<file path="src/rtl/mult_control_param_if.sv">
// ----------------------------------------------------------------------------
// mult_control_param_if
// Handshake and control bundle between the shift-add multiplier sequencer and
// its environment (switch/run logic on one side, X/A/B datapath on the other).
//
// Parameters
//   WIDTH         operand width; sets the width of Iter ($clog2(WIDTH))
//
// Signals
//   Run           start request, level, held until the operation finishes
//   ClearA_LoadB  IDLE: load B from switches; HALT: clear X/A
//   M             current multiplier LSB (B[0])
//   Signed_In     1 = two's-complement multiply, sampled once per operation
//   Shift_En      shift X/A/B right one bit
//   Ld_A          load adder result into X/A
//   Ld_B          load B register
//   Clear_XA      clear X and A
//   Sub           adder subtracts instead of adding
//   Busy          operation in progress
//   Done          result ready, waiting for Run to drop
//   Iter          current iteration index
//
// Modports
//   master        environment side (drives requests, observes controls)
//   slave         sequencer side
// ----------------------------------------------------------------------------
interface mult_control_param_if #(
    parameter int WIDTH = 8
);
    localparam int CW = $clog2(WIDTH);

    logic          Run;
    logic          ClearA_LoadB;
    logic          M;
    logic          Signed_In;
    logic          Shift_En;
    logic          Ld_A;
    logic          Ld_B;
    logic          Clear_XA;
    logic          Sub;
    logic          Busy;
    logic          Done;
    logic [CW-1:0] Iter;

    modport master (
        output Run, ClearA_LoadB, M, Signed_In,
        input  Shift_En, Ld_A, Ld_B, Clear_XA, Sub, Busy, Done, Iter
    );

    modport slave (
        input  Run, ClearA_LoadB, M, Signed_In,
        output Shift_En, Ld_A, Ld_B, Clear_XA, Sub, Busy, Done, Iter
    );
endinterface

</file>
<file path="src/rtl/mult_control_param.sv">
// ----------------------------------------------------------------------------
// mult_control_param
// Parametrised control FSM for a shift-add multiplier datapath. Runs WIDTH
// add/shift iterations driven by an iteration counter, supports a per-operation
// signed/unsigned mode (last partial product is subtracted in signed mode) and
// an optional fast path that skips the add cycle when the multiplier bit is 0.
//
// Parameters
//   WIDTH      operand width = number of iterations, 2..32
//   SKIP_ZERO  1: an iteration with M=0 is a single shift cycle
//
// Ports
//   Clk        system clock, all state on rising edge
//   Reset_n    asynchronous active-low reset
//   bus        mult_control_param_if.slave (requests in, datapath controls
//              and Busy/Done/Iter status out)
// ----------------------------------------------------------------------------
module mult_control_param #(
    parameter int WIDTH     = 8,
    parameter bit SKIP_ZERO = 1'b0
) (
    input  logic                  Clk,
    input  logic                  Reset_n,
    mult_control_param_if.slave   bus
);
    localparam int CW = $clog2(WIDTH);

    localparam logic [2:0] IDLE  = 3'd0;
    localparam logic [2:0] PREP  = 3'd1;
    localparam logic [2:0] ADD   = 3'd2;
    localparam logic [2:0] SHIFT = 3'd3;
    localparam logic [2:0] HALT  = 3'd4;

    localparam logic [CW-1:0] LAST_ITER = CW'(WIDTH - 1);

    logic [2:0]    state;
    logic [2:0]    state_nxt;
    logic [CW-1:0] cnt;
    logic [CW-1:0] cnt_nxt;
    logic          sgn;
    logic          sgn_nxt;
    logic          last_iter;

    assign last_iter = (cnt == LAST_ITER);

    always_ff @(posedge Clk or negedge Reset_n) begin
        if (!Reset_n) begin
            state <= IDLE;
            cnt   <= '0;
            sgn   <= 1'b0;
        end else begin
            state <= state_nxt;
            cnt   <= cnt_nxt;
            sgn   <= sgn_nxt;
        end
    end

    // Run is only looked at in IDLE and HALT, so dropping it mid-operation
    // never aborts; HALT waits for Run low to avoid an automatic restart.
    always_comb begin
        state_nxt = state;
        cnt_nxt   = cnt;
        sgn_nxt   = sgn;
        case (state)
            IDLE: begin
                if (bus.Run) state_nxt = PREP;
            end
            PREP: begin
                cnt_nxt   = '0;
                sgn_nxt   = bus.Signed_In;
                state_nxt = ADD;
            end
            ADD: begin
                if (bus.M || !SKIP_ZERO) begin
                    state_nxt = SHIFT;
                end else if (last_iter) begin
                    state_nxt = HALT;
                end else begin
                    cnt_nxt = cnt + CW'(1);
                end
            end
            SHIFT: begin
                if (last_iter) begin
                    state_nxt = HALT;
                end else begin
                    cnt_nxt   = cnt + CW'(1);
                    state_nxt = ADD;
                end
            end
            HALT: begin
                if (!bus.Run) state_nxt = IDLE;
            end
            default: state_nxt = IDLE;
        endcase
    end

    // With the skip fast path, a zero multiplier bit turns the ADD cycle into
    // the shift itself, so Ld_A and Shift_En are still never both high.
    always_comb begin
        bus.Shift_En = 1'b0;
        bus.Ld_A     = 1'b0;
        bus.Ld_B     = 1'b0;
        bus.Clear_XA = 1'b0;
        bus.Sub      = 1'b0;
        bus.Busy     = 1'b0;
        bus.Done     = 1'b0;
        case (state)
            IDLE: begin
                bus.Ld_B = bus.ClearA_LoadB;
            end
            PREP: begin
                bus.Clear_XA = 1'b1;
                bus.Busy     = 1'b1;
            end
            ADD: begin
                bus.Busy = 1'b1;
                if (bus.M) begin
                    bus.Ld_A = 1'b1;
                    bus.Sub  = sgn && last_iter;
                end else if (SKIP_ZERO) begin
                    bus.Shift_En = 1'b1;
                end
            end
            SHIFT: begin
                bus.Shift_En = 1'b1;
                bus.Busy     = 1'b1;
            end
            HALT: begin
                bus.Done     = 1'b1;
                bus.Clear_XA = bus.ClearA_LoadB;
            end
            default: ;
        endcase
    end

    assign bus.Iter = cnt;
endmodule

</file>
<file path="src/flat_wrapper.sv">
// flat-port wrapper written by rule: the top's interface ports become plain ports
module mult_control_param_flat 
#(
    parameter int WIDTH     = 8,
    parameter bit SKIP_ZERO = 1'b0
)
  (Clk, Reset_n, bus_Run, bus_ClearA_LoadB, bus_M, bus_Signed_In, bus_Shift_En, bus_Ld_A, bus_Ld_B, bus_Clear_XA, bus_Sub, bus_Busy, bus_Done, bus_Iter);
  mult_control_param_if #(.WIDTH(WIDTH)) bus_i ();
  input  logic Clk;
  input  logic Reset_n;
  input wire logic [$bits(bus_i.Run)-1:0] bus_Run;
  input wire logic [$bits(bus_i.ClearA_LoadB)-1:0] bus_ClearA_LoadB;
  input wire logic [$bits(bus_i.M)-1:0] bus_M;
  input wire logic [$bits(bus_i.Signed_In)-1:0] bus_Signed_In;
  output wire logic [$bits(bus_i.Shift_En)-1:0] bus_Shift_En;
  output wire logic [$bits(bus_i.Ld_A)-1:0] bus_Ld_A;
  output wire logic [$bits(bus_i.Ld_B)-1:0] bus_Ld_B;
  output wire logic [$bits(bus_i.Clear_XA)-1:0] bus_Clear_XA;
  output wire logic [$bits(bus_i.Sub)-1:0] bus_Sub;
  output wire logic [$bits(bus_i.Busy)-1:0] bus_Busy;
  output wire logic [$bits(bus_i.Done)-1:0] bus_Done;
  output wire logic [$bits(bus_i.Iter)-1:0] bus_Iter;
  assign bus_i.Run = bus_Run;
  assign bus_i.ClearA_LoadB = bus_ClearA_LoadB;
  assign bus_i.M = bus_M;
  assign bus_i.Signed_In = bus_Signed_In;
  assign bus_Shift_En = bus_i.Shift_En;
  assign bus_Ld_A = bus_i.Ld_A;
  assign bus_Ld_B = bus_i.Ld_B;
  assign bus_Clear_XA = bus_i.Clear_XA;
  assign bus_Sub = bus_i.Sub;
  assign bus_Busy = bus_i.Busy;
  assign bus_Done = bus_i.Done;
  assign bus_Iter = bus_i.Iter;
  mult_control_param #(.WIDTH(WIDTH), .SKIP_ZERO(SKIP_ZERO)) u_core (.Clk(Clk), .Reset_n(Reset_n), .bus(bus_i));
endmodule
</file>
<file path="config.mk">
export PLATFORM = sky130hd
export DESIGN_NAME = mult_control_param_flat
export DESIGN_NICKNAME = d
export VERILOG_FILES = /design/src/rtl/mult_control_param_if.sv /design/src/rtl/mult_control_param.sv /design/src/flat_wrapper.sv
export SDC_FILE = /design/constraint.sdc
export NUM_CORES = 1
export LEC_CHECK = 0
export BUFFER_PORTS_ARGS = -buffer_cell sky130_fd_sc_hd__buf_2
export CORE_AREA = 5 5 42 44
export CTS_BUF_LIST = sky130_fd_sc_hd__clkbuf_4
export DETAILED_ROUTE_END_ITERATION = 16
export DIE_AREA = 0 0 47 49
export GPL_TIMING_DRIVEN = 0
export PLACE_DENSITY = 0.55
export SKIP_LAST_GASP = 1
export SLEW_MARGIN = 20
export SYNTH_ARGS = -nofsm -noshare
export SYNTH_HDL_FRONTEND = slang
export SYNTH_SLANG_ARGS = --single-unit
</file>
<file path="constraint.sdc">
create_clock -name Clk -period 1.2 [get_ports Clk]
set_input_delay 0.24 -clock Clk [delete_from_list [all_inputs] [get_ports Clk]]
set_output_delay 0.24 -clock Clk [all_outputs]
set_load 0.02 [all_outputs]
</file>
=== Word-level counts from Yosys, hierarchy flattened ===
Cells that the tools add are included.

* Add/subtract/negate cells: 1
* Equality and inequality tests: 8
* Multiplexer cells: 15
* Reductions and logical operators: 6

{| class="wikitable"
|+ Operators by type and width
! kind !! count
|-
| 3-bit one-hot mux with 5 select lines || 1
|-
| 3-bit two-way mux || 4
|-
| 1-bit two-way mux || 8
|-
| 3-bit by 2-bit equality test with 1-bit output, second input constant || 2
|-
| 3-bit equality test, second input constant || 2
|-
| 2-bit inequality test, second input constant || 3
|-
| 3-bit one-hot mux with 2 select lines || 1
|-
| 2-bit AND reduction || 2
|-
| 3-bit by 1-bit adder with 3-bit output, second input constant || 1
|-
| 3-bit by 1-bit equality test with 1-bit output, second input constant || 1
|-
| 3-bit zero test || 1
|-
| 3-bit OR reduction || 1
|-
| 1-bit one-hot mux with 2 select lines || 1
|-
| 2-bit nonzero test || 1
|-
| 1-bit logical AND || 1
|}

* Bits in registers: 7
* Bits of input ports: 6
* Output and inout bits: 10
* Word-level logic and storage cells: 33

=== Longest topological paths before layout ===
Gate-level depths: netlist (run 1).

* Depth in word-level cells: 4
* Mapped depth: 5
* Depth with buffers taken out: 5

=== Worst setup path after synthesis (run 1) ===
Ideal clock, no wire load.

* Path type: register to output
* From: reg u_core.state[1]
* To: out bus_Sub
* Arrival: 1.392 ns
* Data required time: 0.960 ns
* Setup slack: -0.432 ns
* Stages on the path, launching flop included: 5
* Path buffers: 1
* Path through: dfrtp_1 buf_4 inv_2 nor4b_2 and3_1

* Word-level cells in the longest chain between the ends: 2

{| class="wikitable"
|+ RTL lines
! element !! line !! source
|-
| start, declared || mult_control_param.sv:36 || <nowiki>logic [2:0] state;</nowiki>
|-
| start signal, assigned || mult_control_param.sv:52 || <nowiki>state <= state_nxt;</nowiki>
|-
| 3-bit by 2-bit equality test with 1-bit output || mult_control_param.sv:107 || <nowiki>case (state)</nowiki>
|-
| 1-bit two-way mux || mult_control_param.sv:107 ||
|-
| end, declared || flat_wrapper.sv:19 || <nowiki>output wire logic [$bits(bus_i.Sub)-1:0] bus_Sub;</nowiki>
|}

No other way between the ends.

=== Worst setup path in the final report (run 1) ===
Ends and elaborated chain as after synthesis.

==> results.sh, run 1 <==
export IMPL_status="finished, violations left"
export IMPL_violations="negative setup slack"
export IMPL_setup_worst_path_end_class="output port"
export IMPL_clk_pin_slew_ns=0.05
export IMPL_rows=14
export IMPL_cpPeakStageDelay_ns=0.42
export IMPL_grt_max_degree=11
export IMPL_gr_usage_all_layers_pct=10.6
export IMPL_fp_dieArea_mm2=0.00230
export IMPL_irDropWorstVdd_v=0.00133
export IMPL_fin_crit_sh_pct=129
export IMPL_required_ns=0.96
export IMPL_slew_limit_headroom_pct=86.2
export IMPL_io_buffers=15
export IMPL_wl_per_cell_um=13.8
export IMPL_syn_num_nets=48
export IMPL_firstDrtPassIters=3
export IMPL_grt_antenna_before_repair=0
export IMPL_insertedDiodeCount=0
export IMPL_dpl_instance_area_um2=557
export IMPL_core_area_mm2=0.00140
export IMPL_finalCriticalPeriod_ns=1.55
export IMPL_stdcell_area_um2=827
export IMPL_gp_congestion=0.682
export IMPL_setup_viol=11
export IMPL_grt_pass1_vias=420
export IMPL_p_leak_nw=0.373
export IMPL_syn_to_final_growth_pct=105
export IMPL_timing_critical_path_buf_inv=2
export IMPL_syn_inst=40
export IMPL_clk_latency_ns=0.25
export IMPL_clock_skew_ns=0.00114
export IMPL_path_delay_family="simple AND/OR/NAND/NOR gates"
export IMPL_path_cells="inv_8, nor4b_4, and3_4, buf_6"
export IMPL_grt_pass1_wl_um=1790
export IMPL_fmax_mhz=645
export IMPL_hold_path_class="in -> reg"
export IMPL_io_pin_count=16
export IMPL_htreeDepth=1
export IMPL_gr_total_overflow=0
export IMPL_tightest_slew_ns=0.206
export IMPL_hpwlAfterDp_um=678
export IMPL_start_util_pct=28.8
export IMPL_setup_tns_ns=-2.39
export IMPL_cts_tree="yes"
export IMPL_final_layout_size_suffix_gt1_share_pct=76.0
export IMPL_hold_viol_final=0
export IMPL_clockRootBuffer="clkbuf_4"
export IMPL_synth_seq_cells=7
export IMPL_rsz0062_at_grt="true"
export IMPL_fill_cells=121
export IMPL_syn_cell_area_um2=404
export IMPL_cts_buffers=3
export IMPL_setup_ws_ns=-0.350
export IMPL_drt_iter0_drc=4
export IMPL_place_ws_ns=-0.189
export IMPL_crit_slowest_cell="dfrtp_2"
export IMPL_dr_total_vias=439
export IMPL_final_max_slew_viol_count=0
export IMPL_clockBufferDepth=2
export IMPL_nets=84
export IMPL_die_w_um=47
export IMPL_wl_um=1260
export IMPL_avgSynthCellArea_um2=10.1
export IMPL_path_class="reg -> out"
export IMPL_die_y_um=49
export IMPL_p_per_area_mw_per_mm2=2710
export IMPL_synth_cell_types=23
export IMPL_crit_path_max_fanout=2
export IMPL_clock_sinks=7
export IMPL_cp_arrival_ns=1.31
export IMPL_ys_warn_count=0
export IMPL_reg2reg_slack_ns=-0.14
export IMPL_synth_seq_area_share_pct=43.3
export IMPL_route_detailed_drc=0
export IMPL_routed_via_density=4.82
export IMPL_max_cap_viol_count=0
export IMPL_startpoint_type="register"
export IMPL_detail_route_antenna_nets=0
cells in the mapped netlist:
| cell type | number | area [um^2] |
|---|---|---|
| o21a_1 | 1 | 7.51 |
| nand2b_4 | 1 | 13.8 |
| buf_4 | 2 | 15.0 |
| dfrtp_1 | 7 | 175 |
| nor3b_1 | 1 | 7.51 |
| nand2_1 | 3 | 11.3 |
| nor4b_1 | 1 | 8.76 |
| nor3_1 | 1 | 5.00 |
| o21ai_1 | 3 | 15.0 |
| a21oi_1 | 1 | 5.00 |
| and3_1 | 1 | 6.26 |
| nor2_1 | 4 | 15.0 |
| nand3b_1 | 1 | 7.51 |
| mux2_1 | 1 | 11.3 |
| o31ai_2 | 1 | 12.5 |
| and2_1 | 2 | 12.5 |
| o21ai_0 | 2 | 10.0 |
| nand3_1 | 1 | 5.00 |
| ha_1 | 2 | 25.0 |
| nor4b_2 | 1 | 15.0 |
| o31ai_1 | 1 | 7.51 |
| or2_4 | 1 | 8.76 |
| inv_2 | 1 | 3.75 |
metal layers:
layer	global-route usage [%]	share of wire (%)	wire length, um	up-vias
met1	15.3	40	506	211
met5	0	0	0	-
met3	2.21	4.7	59	3
met2	14.5	53	670	12
met4	5.53	1.7	22	0
li1	-	-	-	213
sequential cells by signal (all words and copies together) (netlist names):
| name | cells |
|---|---|
| u_core.state | 3 |
| u_core.bus.Iter | 3 |
| u_core.sgn | 1 |
cells by family (layout without fill, tap and decap cells):
kind of cell,count (synthesis),count (layout),synth area share (%)
muxes,1,1,2.79
adders and majority gates,2,2,6.19
buffers and inverters,3,38,4.64
AOI/OAI and AO/OA,9,9,14.2
and+or+nand+nor,18,18,28.8
DFF,7,7,43.3
area by class of cell:
class	count	area (um^2)	share of cell area, %
Multi-Input combinational cell	30	322	38.9
Buffer	1	11.3	1.36
Clock buffer	4	30.0	3.63
Tap cell	16	20.0	2.42
Sequential cell	7	180	21.8
Timing Repair Buffer	32	253	30.6
Inverter	1	11.3	1.36
power by group:
group	internal (mW)	total (mW)	switching (mW)
Clock	0.150	0.243	0.0927
Sequential	0.355	0.484	0.129
Combinational	0.809	1.51	0.704
stage by stage:
stage / hold WS, ns / utilization (%) / instances / power, mW
4_1_cts: 0.216 / 52.1 / 86 / 2.00
3_5_place_dp: 0.0883 / 39.7 / 71 / 1.34
5_1_grt: 0.219 / 59.0 / 91 / 2.37
6_report: 0.218 / 59.0 / 91 / 2.24
2_1_floorplan: -0.0556 / - / 40 / 1.12
3_3_place_gp: 0.0898 / 39.7 / 71 / 1.34
layout by cell type (no fill, tap or decap):
cell type / netlist / final
nand2_1: 3 / 3
mux2_4: 0 / 1
dfrtp_1: 7 / 3
clkbuf_4: 0 / 4
nand2b_4: 1 / 1
a21oi_2: 0 / 1
nor2_4: 0 / 3
nor4b_4: 0 / 2
nor3_1: 1 / 1
o21ai_4: 0 / 1
o21a_1: 1 / 1
buf_2: 0 / 8
o31ai_4: 0 / 1
and3_4: 0 / 1
and2_4: 0 / 1
dlygate4sd3_1: 0 / 1
o21ai_1: 3 / 4
and2_1: 2 / 1
nor2_1: 4 / 1
dfrtp_2: 0 / 4
ha_4: 0 / 2
nand3b_1: 1 / 1
nand3_1: 1 / 1
or2_4: 1 / 1
buf_6: 0 / 9
o31ai_1: 1 / 1
buf_4: 2 / 15
nor3b_2: 0 / 1
inv_8: 0 / 1
worst register-to-register path, cell delays in order, from the launching register on:
cell and delay, ns:
dfrtp_2 0.44, buf_6 0.15, buf_6 0.12, buf_6 0.12, and2_4 0.17, o21ai_4 0.13, o31ai_4 0.08
final timing paths:
| check | endpoint | cells past startpoint | start |
|---|---|---|---|
| worst min-delay path | u_core.sgn | 2 | bus_Signed_In |
| min in group asynchronous | u_core.state[1] | 2 | Reset_n |
| max in group asynchronous | u_core.bus.Iter[1] | 2 | Reset_n |
| worst max-delay path | bus_Sub | 4 | u_core.state[1] |
| worst min register to register | u_core.sgn | 1 | u_core.sgn |
| worst max register to register | u_core.bus.Iter[0] | 6 | u_core.state[1] |
what timing repair did:
action | 4_1_cts | 5_1_grt
setup endpoints to repair | 11 | 11
hold buffers | 1 | 0
pin swaps | 7 | 7
endpoints found under the hold margin | 7 | 0
gates resized for setup | 19 | 14
buffers inserted | 10 | 6
(Power assumes the default switching activity.)
==> run 2: changes to the inputs <==
BUFFER_PORTS_ARGS = not set   (was -buffer_cell sky130_fd_sc_hd__buf_2)
DONT_BUFFER_PORTS = 1   (was not set)
PLACE_DENSITY = 0.44   (was 0.55)
==> results.sh, run 2 (synthesis gave the netlist of run 1 again) <==
export IMPL_status="finished, violations left"
export IMPL_violations="negative setup slack"
export IMPL_gr_total_overflow=0
export IMPL_die_w_um=47
export IMPL_critPathLaunch="u_core.state[2]"
export IMPL_clockBufferDepth=2
export IMPL_gr_usage_all_layers_pct=12.2
export IMPL_grt_antenna_before_repair=0
export IMPL_stdcell_area_um2=743
export IMPL_fp_dieArea_mm2=0.00230
export IMPL_r2r_start="u_core.state[2]"
export IMPL_slew_limit_headroom_pct=71.7
export IMPL_gp_congestion=0.777
export IMPL_route_detailed_drc=0
export IMPL_final_max_slew_viol_count=0
export IMPL_rsz0062_at_grt="true"
export IMPL_clock_sinks=7
export IMPL_seqCellArea_um2=180
export IMPL_drt_iter0_drc=1
export IMPL_fmax_mhz=595
export IMPL_min_from="bus_Signed_In"
export IMPL_setup_ws_ns=-0.482
export IMPL_r2r_cells=7
export IMPL_fin_crit_sh_pct=140
export IMPL_syn_to_final_growth_pct=83.9
export IMPL_crit_path_max_fanout=2
export IMPL_hold_depth=1
export IMPL_wl_um=1300
export IMPL_multiInputGateArea_um2=353
export IMPL_clk_pin_slew_ns=0.06
export IMPL_place_ws_ns=-0.308
export IMPL_firstDrtPassIters=4
export IMPL_routed_via_density=5.27
export IMPL_cts_buffers=3
export IMPL_startpoint_type="register"
export IMPL_io_buffers=0
export IMPL_rows=14
export IMPL_clockRootBuffer="clkbuf_4"
export IMPL_irDropWorstVdd_v=0.00118
export IMPL_reg2reg_slack_ns=-0.37
export IMPL_insertedDiodeCount=0
export IMPL_dpl_instance_area_um2=482
export IMPL_fill_cells=123
export IMPL_layout_common_cells="8 x buf_4, 7 x buf_6, 5 x o21ai_2"
export IMPL_wl_per_cell_um=17.6
export IMPL_path_class="reg -> out"
export IMPL_die_y_um=49
export IMPL_cp_arrival_ns=1.44
export IMPL_setup_worst_path_end_class="output port"
export IMPL_io_pin_count=16
export IMPL_grt_pass1_wl_um=1930
export IMPL_start_util_pct=28.8
export IMPL_setup_viol=11
export IMPL_cts_tree="yes"
export IMPL_grt_pass1_vias=407
export IMPL_finalCriticalPeriod_ns=1.68
export IMPL_clk_latency_ns=0.26
export IMPL_required_ns=0.96
export IMPL_htreeDepth=1
export IMPL_p_per_area_mw_per_mm2=2840
export IMPL_p_leak_nw=0.303
export IMPL_tightest_slew_ns=0.422
export IMPL_core_area_mm2=0.00140
export IMPL_max_cap_viol_count=0
export IMPL_hold_viol_final=0
export IMPL_clock_skew_ns=0.00743
export IMPL_power_mw=2.11
export IMPL_hold_path_class="in -> reg"
export IMPL_r2r_end="u_core.bus.Iter[0]"
export IMPL_dr_total_vias=390
export IMPL_min_to="u_core.sgn"
export IMPL_grt_max_degree=9
export IMPL_nets=67
export IMPL_final_common_cell="buf_4"
export IMPL_detail_route_antenna_nets=0
export IMPL_hpwlAfterDp_um=743
export IMPL_final_layout_size_suffix_gt1_share_pct=81.0
## run 2: cell types whose count changed in the layout (fill, tap and decap cells not counted), moves of 2 or more
cell     change
o21ai_1      -4
buf_2        -8
buf_6        -2
buf_4        -7
o21ai_2      +5
## run 2: area by class of cell
cell class,count,area share [%]
Timing Repair Buffer,15,18.5
Inverter,1,1.52
Sequential cell,7,24.2
Buffer,1,1.52
Tap cell,16,2.69
Multi-Input combinational cell,30,47.5
Clock buffer,4,4.04
## run 2: critical path, cell delays in order, from the launching register on
cell	delay [ns]
dfrtp_2	0.42
nor4b_4	0.46
and3_4	0.31
## run 2: routing by layer
metal / GRT usage [%] / vias to the layer above / share of wire (%)
met4: 9.22 / 0 / 2.8
met1: 12.3 / 195 / 35
met3: 2.95 / 4 / 7.3
met5: 0 / - / 0
li1: - / 178 / -
met2: 20.1 / 13 / 55
## run 2: worst max path at each step
stage	to	slack [ns]	cells past startpoint
global route	bus_Sub	-0.53	4
floorplan	bus_Sub	-0.24	3
detailed placement	bus_Sub	-0.31	4
global placement	bus_Sub	-0.30	4
finish	bus_Sub	-0.48	2
CTS	bus_Sub	-0.54	4
## run 2: timing repair
item | in CTS | in global routing
hold buffers | 1 | 0
setup buffers | 10 | 6
cloned | 0 | 0
pin swaps | 6 | 12
setup endpoints to repair | 12 | 13
hold endpoints to repair | 7 | 0
resized for setup | 16 | 18
## run 2: report_power, final
part	internal [mW]	total, mW	switching [mW]
combinational	0.666	1.32	0.656
sequential	0.352	0.541	0.189
clock	0.150	0.250	0.0996
total	1.17	2.11	0.945
## run 2: through the flow
| step | TNS [ns] | hold slack, ns | util [%] | std cells |
|---|---|---|---|---|
| finish | -3.92 | 0.123 | 53.0 | 74 |
| global route | -4.44 | 0.129 | 53.0 | 74 |
| CTS | -3.70 | 0.127 | 46.5 | 71 |
| detailed placement | -1.40 | -0.0554 | 34.4 | 56 |
| global placement | -1.21 | -0.0554 | 34.4 | 56 |
| floorplan | -0.695 | -0.0556 | - | 40 |
==> run 3: changes to the inputs <==
SKIP_LAST_GASP = not set   (was 1)
==> results.sh, run 3 (synthesis gave the netlist of run 1 again) <==
export IMPL_htreeDepth=1
export IMPL_tightest_slew_ns=0.423
export IMPL_grt_max_degree=9
export IMPL_cts_buffers=3
export IMPL_gp_congestion=0.777
export IMPL_io_pin_count=16
export IMPL_gr_usage_all_layers_pct=12.1
export IMPL_setup_ws_ns=-0.538
export IMPL_routed_via_density=5.26
export IMPL_switching_power_mw=0.946
export IMPL_p_per_area_mw_per_mm2=2890
export IMPL_firstDrtPassIters=2
export IMPL_insertedDiodeCount=0
export IMPL_hpwlAfterDp_um=743
export IMPL_hold_depth=1
export IMPL_fp_dieArea_mm2=0.00230
export IMPL_grt_pass1_vias=395
export IMPL_irDropWorstVdd_v=0.00118
export IMPL_clock_sinks=7
export IMPL_max_cap_viol_count=0
export IMPL_hold_path_class="in -> reg"
export IMPL_core_area_mm2=0.00140
export IMPL_status="finished, violations left"
export IMPL_p_leak_nw=0.308
export IMPL_detail_route_antenna_nets=0
export IMPL_startpoint_type="register"
export IMPL_final_layout_size_suffix_gt1_share_pct=78.9
export IMPL_fin_crit_sh_pct=145
export IMPL_violations="negative setup slack"
export IMPL_switching_share_pct=44.7
export IMPL_placed_cells=56
export IMPL_r2r_cells=6
export IMPL_rsz0062_at_grt="true"
export IMPL_setup_viol=11
export IMPL_power_mw=2.12
export IMPL_path_class="reg -> out"
export IMPL_die_w_um=47
export IMPL_crit_path_max_fanout=3
export IMPL_nets=66
export IMPL_final_max_slew_viol_count=0
export IMPL_grt_antenna_before_repair=0
export IMPL_dr_total_vias=384
export IMPL_die_y_um=49
export IMPL_clk_pin_slew_ns=0.06
export IMPL_fmax_mhz=576
export IMPL_route_detailed_drc=0
export IMPL_clockBufferDepth=2
export IMPL_start_util_pct=28.8
export IMPL_slew_limit_headroom_pct=71.7
export IMPL_p_comb_share_pct=62.8
export IMPL_clockPowerShare_pct=11.8
export IMPL_layout_common_cells="7 x buf_6, 7 x buf_4, 5 x o21ai_2"
export IMPL_pwr_share_seq_pct=25.4
export IMPL_cp_arrival_ns=1.50
export IMPL_gr_total_overflow=0
export IMPL_finalCriticalPeriod_ns=1.74
export IMPL_cts_tree="yes"
export IMPL_clock_skew_ns=0.00676
export IMPL_hold_viol_final=0
export IMPL_finalNonFillerCells=73
export IMPL_intPower_mw=1.17
export IMPL_io_buffers=0
export IMPL_syn_to_final_growth_pct=80.8
export IMPL_wl_per_cell_um=17.3
export IMPL_setup_worst_path_end_class="output port"
export IMPL_clockRootBuffer="clkbuf_4"
export IMPL_grt_pass1_wl_um=1910
export IMPL_rows=14
export IMPL_wl_um=1260
export IMPL_clk_latency_ns=0.26
export IMPL_final_core_utilization_pct=52.1
export IMPL_drt_iter0_drc=1
export IMPL_required_ns=0.96
run 3: worst paths after layout:
path                                 start              end  slack, ns
max                        u_core.state[2]          bus_Sub      -0.54
min                          bus_Signed_In       u_core.sgn       0.12
max reg2reg                u_core.state[2]       u_core.sgn      -0.21
min reg2reg                     u_core.sgn       u_core.sgn       0.52
max in group asynchronous          Reset_n  u_core.state[0]       0.61
min in group asynchronous          Reset_n       u_core.sgn       0.31
run 3: cell type report:
class,instances,area [um^2]
fillers,126,671
inverters,1,11.3
flip-flops and latches,7,179
well taps,16,20.0
multi-input cells,30,349
repair buffers,13,119
clock buffers,4,30.0
plain buffers,2,22.5
run 3: worst max-delay path, stage by stage (launching register included):
cell	delay, ns
dfrtp_1	0.37
buf_6	0.12
nor4b_4	0.44
and3_4	0.31
run 3: power groups by stage:
stage / clock [mW] / combinational (mW) / sequential (mW)
2_1_floorplan: 0 / 0.588 / 0.529
3_3_place_gp: 0 / 0.663 / 0.552
3_5_place_dp: 0 / 0.695 / 0.560
4_1_cts: 0.251 / 1.20 / 0.538
5_1_grt: 0.262 / 1.42 / 0.558
6_report: 0.250 / 1.33 / 0.537
run 3: stage by stage:
stage / cell area (um^2) / TNS, ns / worst slack, ns / hold WS (ns)
2_1_floorplan: 462 / -0.695 / -0.245 / -0.0556
3_3_place_gp: 482 / -1.21 / -0.302 / -0.0554
6_report: 731 / -2.93 / -0.538 / 0.123
3_5_place_dp: 482 / -1.40 / -0.308 / -0.0554
4_1_cts: 683 / -2.99 / -0.541 / 0.127
5_1_grt: 731 / -3.41 / -0.588 / 0.129
run 3: what timing repair did:
item	in CTS	in global routing
pin swaps	8	11
endpoints found under the hold margin	7	0
resized for setup	23	9
endpoints found under the setup margin	12	13
hold buffers	1	0
setup buffers	10	3
run 3: metal layers:
layer  GRT usage, %  share of wire [%]  vias to the layer above
met4           8.29                2.8                        0
li1               -                  -                      177
met3           2.58                6.8                        4
met1           12.5                 35                      190
met2           20.4                 55                       13
met5              0                  0                        -
